$ cat src/rtl/boolean_variable_selector.sv
// -----------------------------------------------------------------------------
// boolean_variable_selector
//
// Upstream stage of the Boolean propose block. For each request it picks the
// index of the Boolean variable to flip, uniformly over [0, N-1]. It uses a
// Galois LFSR with rejection sampling. After MAX_RETRIES rejections it falls
// back to a round-robin counter, so the worst-case latency stays bounded.
// The result is handed downstream over a valid/ready handshake.
//
// Optional build macro: BOOLEAN_SELECTOR_SEED_LOAD_EN
//   When defined, ports in_seed_load / in_seed let the LFSR be reseeded while
//   the block is idle. A zero seed loads SEED instead, because an all-zero
//   LFSR would lock up.
// -----------------------------------------------------------------------------
module boolean_variable_selector #(
    parameter int                      MAX_BIT_WIDTH_OF_VARIABLES_INDEX = 2,
    parameter int                      LFSR_WIDTH                       = 16,
    parameter logic [LFSR_WIDTH-1:0]   SEED                             = LFSR_WIDTH'(16'hACE1),
    parameter int                      MAX_RETRIES                      = 8
) (
    input  logic                                        in_clock,
    input  logic                                        in_reset_n,
    input  logic                                        in_enable,
    input  logic                                        in_start,
    input  logic [MAX_BIT_WIDTH_OF_VARIABLES_INDEX:0]   in_number_of_boolean_variables,
`ifdef BOOLEAN_SELECTOR_SEED_LOAD_EN
    input  logic                                        in_seed_load,
    input  logic [LFSR_WIDTH-1:0]                       in_seed,
`endif
    input  logic                                        in_ready,
    output logic [MAX_BIT_WIDTH_OF_VARIABLES_INDEX-1:0] out_variable_to_be_changed_index,
    output logic                                        out_valid,
    output logic                                        out_busy,
    output logic                                        out_fallback
);

    // -------------------------------------------------------------------------
    // Local constants
    // -------------------------------------------------------------------------
    localparam int W       = MAX_BIT_WIDTH_OF_VARIABLES_INDEX;
    localparam int RETRY_W = (MAX_RETRIES > 1) ? $clog2(MAX_RETRIES) : 1;

    // N is carried as W+1 bits so that the full count 2**W can be represented.
    localparam logic [W:0]            MAX_N      = {1'b1, {W{1'b0}}};
    localparam logic [LFSR_WIDTH-1:0] TAP_MASK   = LFSR_WIDTH'(16'hB400);
    localparam logic [RETRY_W-1:0]    LAST_RETRY = RETRY_W'(MAX_RETRIES - 1);

    typedef enum logic [1:0] {
        ST_IDLE     = 2'd0,
        ST_GENERATE = 2'd1,
        ST_DONE     = 2'd2
    } state_t;

    // -------------------------------------------------------------------------
    // State
    // -------------------------------------------------------------------------
    state_t                state_q;
    state_t                state_d;
    logic [LFSR_WIDTH-1:0] lfsr_q;
    logic [RETRY_W-1:0]    retry_q;
    logic [W:0]            n_q;
    logic [W-1:0]          fallback_count_q;
    logic [W-1:0]          index_q;
    logic                  fallback_q;

    // -------------------------------------------------------------------------
    // Combinational helpers
    // -------------------------------------------------------------------------
    logic                  seed_load_req;
    logic [LFSR_WIDTH-1:0] seed_value;
    logic [W:0]            n_clamped;
    logic                  start_legal;
    logic                  take_start;
    logic [W:0]            candidate;
    logic                  accept;
    logic                  last_try;
    logic                  evaluate;
    logic [LFSR_WIDTH-1:0] lfsr_next;
    logic [W-1:0]          fallback_base;
    logic [W:0]            fallback_inc;
    logic [W-1:0]          fallback_next;
    logic                  handshake;

`ifdef BOOLEAN_SELECTOR_SEED_LOAD_EN
    // Reseeding only matters while idle. A zero seed would freeze the LFSR,
    // so it is replaced by the built-in SEED.
    assign seed_load_req = in_seed_load && (state_q == ST_IDLE);
    assign seed_value    = (in_seed == '0) ? SEED : in_seed;
`else
    assign seed_load_req = 1'b0;
    assign seed_value    = SEED;
`endif

    // Counts above 2**W cannot be addressed by a W-bit index, so clamp them.
    assign n_clamped   = (in_number_of_boolean_variables > MAX_N) ? MAX_N
                                                                  : in_number_of_boolean_variables;
    assign start_legal = in_start && (in_number_of_boolean_variables != '0);

    // The candidate is taken from the current (pre-step) LFSR value.
    assign candidate = {1'b0, lfsr_q[W-1:0]};
    assign accept    = (candidate < n_q);
    assign last_try  = (retry_q == LAST_RETRY);
    assign evaluate  = in_enable && (state_q == ST_GENERATE);
    assign handshake = in_enable && (state_q == ST_DONE) && in_ready;

    // Galois right-shift step.
    assign lfsr_next = (lfsr_q >> 1) ^ (lfsr_q[0] ? TAP_MASK : '0);

    // The counter may exceed a smaller N latched on a later request. Restart
    // it at zero in that case so the fallback index is always in range.
    assign fallback_base = ({1'b0, fallback_count_q} < n_q) ? fallback_count_q : '0;
    assign fallback_inc  = {1'b0, fallback_base} + (W+1)'(1);
    assign fallback_next = (fallback_inc == n_q) ? '0 : fallback_inc[W-1:0];

    // -------------------------------------------------------------------------
    // FSM
    // -------------------------------------------------------------------------

    // State register.
    always_ff @(posedge in_clock or negedge in_reset_n) begin
        if (!in_reset_n) begin
            state_q <= ST_IDLE;
        end else begin
            // NOTE: sequential state always uses non-blocking assignments, so
            // every register samples its inputs as they were before the edge.
            state_q <= state_d;
        end
    end

    // Next-state logic and the "a new request is accepted" strobe.
    always_comb begin
        // NOTE: every signal gets a default first. Otherwise a path that skips
        // the assignment would infer a latch.
        state_d    = state_q;
        take_start = 1'b0;

        if (in_enable) begin
            unique case (state_q)
                ST_IDLE: begin
                    if (!seed_load_req && start_legal) begin
                        state_d    = ST_GENERATE;
                        take_start = 1'b1;
                    end
                end

                ST_GENERATE: begin
                    if (accept || last_try) begin
                        state_d = ST_DONE;
                    end
                end

                ST_DONE: begin
                    if (in_ready) begin
                        if (start_legal) begin
                            // Back-to-back request: skip the idle bubble.
                            state_d    = ST_GENERATE;
                            take_start = 1'b1;
                        end else begin
                            state_d = ST_IDLE;
                        end
                    end
                end

                default: begin
                    state_d = ST_IDLE;
                end
            endcase
        end
    end

    // -------------------------------------------------------------------------
    // Datapath
    // -------------------------------------------------------------------------

    // LFSR: steps once per enabled evaluation cycle and can be reseeded while idle.
    always_ff @(posedge in_clock or negedge in_reset_n) begin
        if (!in_reset_n) begin
            lfsr_q <= SEED;
        end else if (evaluate) begin
            lfsr_q <= lfsr_next;
        end else if (in_enable && seed_load_req) begin
            lfsr_q <= seed_value;
        end
    end

    // Request context: latch N on start and count rejections while generating.
    always_ff @(posedge in_clock or negedge in_reset_n) begin
        if (!in_reset_n) begin
            n_q     <= '0;
            retry_q <= '0;
        end else if (take_start) begin
            n_q     <= n_clamped;
            retry_q <= '0;
        end else if (evaluate && !accept && !last_try) begin
            retry_q <= retry_q + RETRY_W'(1);
        end
    end

    // Result register: capture the accepted candidate or the fallback index.
    // The result stays stable through DONE, and out_fallback clears on handoff.
    always_ff @(posedge in_clock or negedge in_reset_n) begin
        if (!in_reset_n) begin
            index_q          <= '0;
            fallback_q       <= 1'b0;
            fallback_count_q <= '0;
        end else if (evaluate && accept) begin
            index_q    <= candidate[W-1:0];
            fallback_q <= 1'b0;
        end else if (evaluate && last_try) begin
            index_q          <= fallback_base;
            fallback_q       <= 1'b1;
            fallback_count_q <= fallback_next;
        end else if (handshake) begin
            fallback_q <= 1'b0;
        end
    end

    // -------------------------------------------------------------------------
    // Outputs
    // -------------------------------------------------------------------------
    assign out_variable_to_be_changed_index = index_q;
    assign out_valid                        = (state_q == ST_DONE);
    assign out_busy                         = (state_q == ST_GENERATE);
    assign out_fallback                     = fallback_q;

endmodule

$ cat config.mk
export PLATFORM = sky130hd
export DESIGN_NAME = boolean_variable_selector
export DESIGN_NICKNAME = d
export VERILOG_FILES = /design/src/rtl/boolean_variable_selector.sv
export SDC_FILE = /design/constraint.sdc
export NUM_CORES = 1
export LEC_CHECK = 0
export CAP_MARGIN = 20
export CORE_AREA = 2 2 68 70
export DETAILED_ROUTE_END_ITERATION = 7
export DIE_AREA = 0 0 70 72
export GPL_TIMING_DRIVEN = 0
export PLACE_DENSITY = 0.6
export SYNTH_ARGS = -nofsm -noshare
export SYNTH_HDL_FRONTEND = slang
export SYNTH_SLANG_ARGS = --single-unit
$ cat constraint.sdc
create_clock -name in_clock -period 2.85 [get_ports in_clock]
set_clock_uncertainty 0.2 [all_clocks]
set_input_delay 0.57 -clock in_clock [delete_from_list [all_inputs] [get_ports in_clock]]
set_output_delay 0.57 -clock in_clock [all_outputs]
set_load 0.1 [all_outputs]
; Word level (Yosys, flattened, before mapping)
; Cells that the tools add are included.
; W data, S select, Z words.
[classes]
add_sub_neg = 2
n_lt_le_gt_ge = 3
n_eq_ne = 7
mux = 20
n_bitwise = 2
reduce_logical = 18
[op_table]
columns = operator, count
row1 = $mux W16, 1
row2 = $xor A15 B16 Y16, 1
row3 = $mux W2, 7
row4 = $mux W3, 3
row5 = $logic_and A1 B1 Y1, 8
row6 = $mux W1, 7
row7 = $lt A2 B3 Y1, 2
row8 = $pmux W2 S3, 1
row9 = $reduce_bool A3 Y1, 2
row10 = $ne A2 B2 Y1 const B, 2
row11 = $reduce_and A4 Y1, 1
row12 = $reduce_bool A2 Y1, 2
row13 = $add A2 B1 Y3 const B, 1
row14 = $add A3 B1 Y3 const B, 1
row15 = $eq A3 B3 Y1, 1
row16 = $eq A3 B3 Y1 const B, 1
row17 = $gt A3 B3 Y1 const B, 1
row18 = $eq A2 B1 Y1 const B, 1
row19 = $eq A2 B2 Y1 const B, 1
row20 = $logic_not A1 Y1, 2
row21 = $logic_not A2 Y1, 1
row22 = $ne A2 B1 Y1 const B, 1
row23 = $pmux W1 S2, 1
row24 = $reduce_and A2 Y1, 1
row25 = 2 further kinds, 2
[totals]
ff_bits = 29
input_bits = 8
output_inout_bits = 5
elab_cells = 59

; Logic depth before layout (Yosys ltp)
; Gate-level depths: netlist of run 1.
[depth]
word_depth = 7
depth_mapped = 10
depth_no_buf = 10

; Worst setup path after synthesis of run 1
; No wires, ideal clock.
[synth_path]
path_kind = reg2out
startpoint = reg state_q[0]
endpoint = out out_busy
arrival_time_ns = 1.856
required_ns = 2.080
setup_slack_ns = 0.224
path_stages_with_launch = 2
path_buffers = 0
path_cell_list = dfrtp_1 > nor2b_1
[synth_via]
elab_chain_len = 1
[synth_rtl]
columns = item, line_no
row1 = start: declaration, 57  ; state_t state_q;
row2 = start signal: assignment, 126  ; state_q <= state_d;
row3 = $eq A2 B1 Y1, 223  ; assign out_busy = (state_q == ST_GENERATE);
row4 = end: declaration, 33  ; output logic out_busy,
; No other way between the ends.

; Worst setup path in the final report of run 1
; Ends and elaborated chain as after synthesis.

==> results of run 1 <==
-- cell type report --
cell class | instances | area, um^2 | area share (%)
flip-flops and latches | 29 | 736 | 41.4
repair buffers | 13 | 149 | 8.37
inverters | 6 | 22.5 | 1.27
clock buffers | 6 | 72.6 | 4.08
clock inverters | 2 | 35.0 | 1.97
well taps | 52 | 65.1 | 3.66
plain buffers | 5 | 22.5 | 1.27
multi-input cells | 112 | 677 | 38.0
-- layer usage --
metal	global-route usage (%)	part of all wire, %
met2	22.5	48
met5	0	0
met3	5.42	5.7
met4	5.13	1.8
met1	15.2	45
-- tightest hold or removal path, delay by kind of cell, from the launching register on --
kind,cells,cell delay [ps]
flops,1,370
simple gates,2,100
-- worst paths after layout --
path,depth (start not counted),slack (ps),to
max in group asynchronous,2,1360,lfsr_q[6]
max reg2reg,8,520,fallback_count_q[0]
min reg2reg,2,260,lfsr_q[15]
max,2,210,out_busy
min in group asynchronous,1,490,lfsr_q[14]
min,2,260,lfsr_q[15]
-- state kept, by name (all words and copies together) (netlist names) --
| register | flops |
|---|---|
| lfsr_q | 16 |
| state_q | 2 |
| n_q | 3 |
| out_fallback | 1 |
| retry_q | 3 |
| fallback_count_q | 2 |
| out_variable_to_be_changed_index | 2 |
-- power breakdown --
part / leakage [nW] / internal, W / switching, W
sequential: 0.363 / 0.000457 / 0.0000613
clock: 0.0552 / 0.000259 / 0.000150
combinational: 0.430 / 0.000170 / 0.000309
-- kinds of logic (layout without fill, tap and decap cells) --
| group | count (synthesis) | in the layout | synth area share (%) |
|---|---|---|---|
| compound gates | 22 | 22 | 9.79 |
| xor+xnor | 6 | 6 | 3.61 |
| fa+ha+maj | 5 | 5 | 4.29 |
| buf+inv | 11 | 32 | 3.09 |
| flops | 29 | 29 | 50.5 |
| mux | 6 | 6 | 4.38 |
| simple gates | 73 | 73 | 24.4 |
-- through the flow --
step	cells	setup slack, ps
4_1_cts	225	45.6
3_3_place_gp	216	256
3_5_place_dp	217	200
2_1_floorplan	152	224
5_1_grt	225	166
6_report	225	205
-- placed cells by master, fill, tap and decap left out, types with 3 or more instances in the layout --
cell	instances
ha_1	5
nand3_1	3
clkbuf_1	3
o21ai_0	8
clkbuf_8	5
a21oi_1	3
dfrtp_1	21
dfstp_2	8
clkdlybuf4s50_1	10
nor2_1	10
nand2_1	45
buf_2	3
mux2i_1	3
xnor2_1	6
inv_1	6
mux2_2	3
==> impl_metrics.ini, run 1 <==
[timing]
max_slew_margin_pct = 34.7
worstMarginPinSlew_ps = 977
slew_viol_final = 0
hold_violations = 0
hold_ws_ps = 264
period_minus_slack_ps = 2640
finalCritPeriodShare_pct = 92.8
setup_viol = 0
rsz0062_at_grt = false
tns_ps = 0
max_clock_freq_ghz = 0.378

[die]
die_x_um = 70
die_area_um2 = 5040
start_util_pct = 34.2
core_um2 = 4260
chipHeight_um = 72
io_pins = 13
placementRows = 24

[placement]
io_buffers = 12
dpl-instance-area_um2 = 1670
gp_congestion = 0.856
dp_hpwl_mm = 2.26

[setup_path]
crit_start = state_q[0]
cp-end-kind = output pin
path_class = reg2out
cp.arrival_ps = 1870
critPathMaxStageDelay_ps = 880
r2r-start = n_q[1]
cp_cell_sequence = nor2b_1 -> dlygate4sd2_1
critPathRequiredTime_ps = 2080
critPathSlowestCell = dlygate4sd2_1
critical_path.top_delay_family = buffers and inverters
crit_fanout = 8
cp-start-kind = flip-flop
cp.buffers_inverters = 1

[synthesis]
synth_area_leaders = dfrtp_1 36%, dfstp_2 14%, nand2_1 12%
yosysMostFrequentCell = nand2_1
syn-num-nets = 165
synth_top_flop_cell = dfrtp_1
synth_top_cells_by_count = 45 x nand2_1, 21 x dfrtp_1, 10 x nor2_1, 8 x dfstp_2, 8 x o21ai_0
syn_inst = 152
synth-async-reset-ratio_pct = 100
ys_ff_latch = 29
yosysTopAreaCell = dfrtp_1
synth_area_um2 = 1460
yosys_warnings = 0
ys_seq_area_share_pct = 50.5
synth_edf_count = 0
avgSynthCellArea_um2 = 9.59
yosysTopAreaCellShare_pct = 36.1
synth.distinct_cells = 36

[final_layout]
fin_area_um2 = 1780
utilization_pct = 41.7
fill_cells = 426
nNetsFinal = 185
layout-area-overhead-vs-synth_pct = 22.1
diodes = 0
drive_gt1_share_pct = 16.2

[route]
dr.pass1.iters = 4
post-route-drc-count = 0
num_vias = 1130
antenna_left = 0
via_per_inst = 5.02
drt-initial-drc-count = 38
drt_wl_total_mm = 3.02
wl_per_cell_um = 13.4

[global_route]
overflow = 0
grt_start_max_net_pins = 19
grt_first_pass_wirelength_mm = 5.24
groute.usage.overall_pct = 13.3
grt_pass1_vias = 1180
antenna_found_initial = 0

[cts]
cts_buffers = 5
ctsResizeCount = 1
clk_latency_ps = 280
cts_hold_buffers = 0
clockBufferDepth = 2
cts_tree = built
cts.sinks = 29
htreeDepth = 2
cts_root_buf = clkbuf_8
path_clk_slew_ps = 60
post_cts_buffers = 0

[power]
ir_drop_uv = 312
leakagePower_nw = 0.849
power_density_nw_per_um2 = 790
fin_total_pwr_w = 0.00140

[flow_run]
cap_viol_max_count = 0

[status]
status = finished clean

[hold_path]
hold_path_class = reg2reg
hp-start = lfsr_q[15]
Note: power is estimated with default switching activity, not from simulation.
==> run 2: changes to the inputs <==
--- a/config.mk
+++ b/config.mk
@@ -10,6 +10,7 @@
 export DETAILED_ROUTE_END_ITERATION = 7
 export DIE_AREA = 0 0 70 72
 export GPL_TIMING_DRIVEN = 0
+export HOLD_SLACK_MARGIN = 0.05
 export PLACE_DENSITY = 0.6
 export SYNTH_ARGS = -nofsm -noshare
 export SYNTH_HDL_FRONTEND = slang
==> results of run 2 <==
No change in the layout: final DEF, timing and power equal those of run 1.
==> run 3: changes to the inputs <==
--- a/config.mk
+++ b/config.mk
@@ -5,13 +5,14 @@
 export SDC_FILE = /design/constraint.sdc
 export NUM_CORES = 1
 export LEC_CHECK = 0
-export CAP_MARGIN = 20
+export CAP_MARGIN = 5
 export CORE_AREA = 2 2 68 70
 export DETAILED_ROUTE_END_ITERATION = 7
 export DIE_AREA = 0 0 70 72
+export DONT_BUFFER_PORTS = 1
 export GPL_TIMING_DRIVEN = 0
 export HOLD_SLACK_MARGIN = 0.05
-export PLACE_DENSITY = 0.6
+export PLACE_DENSITY = 0.56
 export SYNTH_ARGS = -nofsm -noshare
 export SYNTH_HDL_FRONTEND = slang
 export SYNTH_SLANG_ARGS = --single-unit
==> run 3 against run 2 <==
  * Combinational power increased by 5.6%
  * Sequential share of layout area is 2.6 points higher
  * Setup slack gained 200 ps
  * Global-route usage fell by 0.32 points
  * Cell count shrank 4.0%
  * Power decreased by 3.6%
  * Flip-flop and latch count did not move
  * Clock-buffer cell count fell by 1
  * Critical path depth is the same
  * Die area unchanged
  * Non-clock buffer count down 9
  * Sequential power about the same
==> impl_metrics.ini, run 3 (synthesis gave the netlist of run 1 again) <==
[status]
status = finished clean

[timing]
slew_viol_final = 0
period_minus_slack_ps = 2440
rsz0062_at_grt = false
hold_violations = 0
max_slew_margin_pct = 29.3
setup_viol = 0
worstMarginPinSlew_ps = 1060
max_clock_freq_ghz = 0.409
finalCritPeriodShare_pct = 85.8
tns_ps = 0

[final_layout]
fin_area_um2 = 1680
reg_top3 = lfsr_q (16), n_q (3), retry_q (3)
layout_commonest_cell = nand2_1
top_register = lfsr_q
fill_cells = 417
seqCellArea_um2 = 736
diodes = 0
mostFrequentLayoutCells = 45 x nand2_1, 21 x dfrtp_1, 9 x nor2_1, 8 x o21ai_0, 8 x dfstp_2
drive_gt1_share_pct = 19.5
largest_reg_flops = 16
multi_input_area_um2 = 682
nNetsFinal = 176
layout-area-overhead-vs-synth_pct = 14.9

[setup_path]
cp-end-kind = output pin
crit_fanout = 6
cp.arrival_ps = 1670
r2r_end = fallback_count_q[0]
critPathSlowestCell = nor2_2
path_class = reg2out
r2r_cells = 8
cp-start-kind = flip-flop
r2r_setup_slack_ps = 460
critPathMaxStageDelay_ps = 810
r2r-start = n_q[1]
critPathRequiredTime_ps = 2080
critical_path.top_delay_family = simple AND/OR/NAND/NOR gates
cp_cell_sequence = inv_1 -> nor2_2
cp.buffers_inverters = 1

[hold_path]
hp-start = in_number_of_boolean_variables[1]
hold_path_class = in2reg
worstHoldPathCells = 2
holdPathEnd = n_q[1]

[die]
start_util_pct = 34.2
die_area_um2 = 5040
chipHeight_um = 72
io_pins = 13
die_x_um = 70
placementRows = 24
core_um2 = 4260

[placement]
dp_hpwl_mm = 2.11
gp_congestion = 0.784
io_buffers = 0
dpl-instance-area_um2 = 1560

[route]
num_vias = 1082
drt_wl_total_mm = 2.95
drt-initial-drc-count = 63
dr.pass1.iters = 4
drt-met1-wl_mm = 1.28
post-route-drc-count = 0
wl_per_cell_um = 13.6
via_per_inst = 5.01
antenna_left = 0
top_layer_used = met4
wl_met2_mm = 1.45
dr_wl_met3_um = 185

[global_route]
grt_pass1_vias = 1094
overflow = 0
antenna_found_initial = 0
grt_start_max_net_pins = 30
grt_first_pass_wirelength_mm = 5.06
groute.usage.overall_pct = 13.0

[power]
power_density_nw_per_um2 = 809
leakagePower_nw = 0.788
ir_drop_uv = 244
fin_total_pwr_w = 0.00135

[cts]
path_clk_slew_ps = 70
cts_root_buf = clkbuf_8
clockBufferDepth = 2
cts_tree = built
cts_buffers = 5
htreeDepth = 2
cts.sinks = 29
post_cts_buffers = 0
clk_latency_ps = 290

[flow_run]
cap_viol_max_count = 0
## run 3: metal layers
metal	global-route usage (%)	up-vias
met1	14.8	522
met2	22.1	28
li1	-	527
met3	5.42	5
met5	0	-
met4	4.70	0
## run 3: what timing repair did
action,in CTS,in global routing
gates resized for setup,0,0
hold endpoints to repair,29,0
endpoints found under the setup margin,0,0
hold buffers,2,0
## run 3: layout make-up
class | count | share of cell area [%]
clock buffer | 5 | 4.11
clock inverter | 3 | 1.05
sequential | 29 | 43.9
tap | 52 | 3.88
inverter | 6 | 1.34
timing repair buffer | 4 | 3.66
buffer | 5 | 1.34
multi-input combinational | 112 | 40.7
## run 3: worst max-delay path by stage
stage,from,endpoint,slack [ps],cells after the start
6_report,state_q[1],out_valid,410,2
5_1_grt,state_q[1],out_valid,330,2
4_1_cts,state_q[1],out_valid,390,2
3_5_place_dp,n_q[1],fallback_count_q[0],500,8
3_3_place_gp,state_q[0],out_busy,170,1
2_1_floorplan,state_q[0],out_busy,220,1
## run 3: where the power goes
part	internal, W	total (W)	switching [W]
combinational	0.000188	0.000505	0.000317
clock	0.000168	0.000329	0.000161
sequential	0.000457	0.000521	0.0000643
total	0.000813	0.00135	0.000542
## run 3: metrics by stage
stage	util [%]	std cells	setup WS, ps	hold WS (ps)
after floorplan	-	152	224	74.4
after global placement	35.7	204	166	75.1
after detailed placement	36.6	206	501	75.0
after CTS	39.3	216	394	233
after global routing	39.3	216	326	239
final	39.3	216	405	243
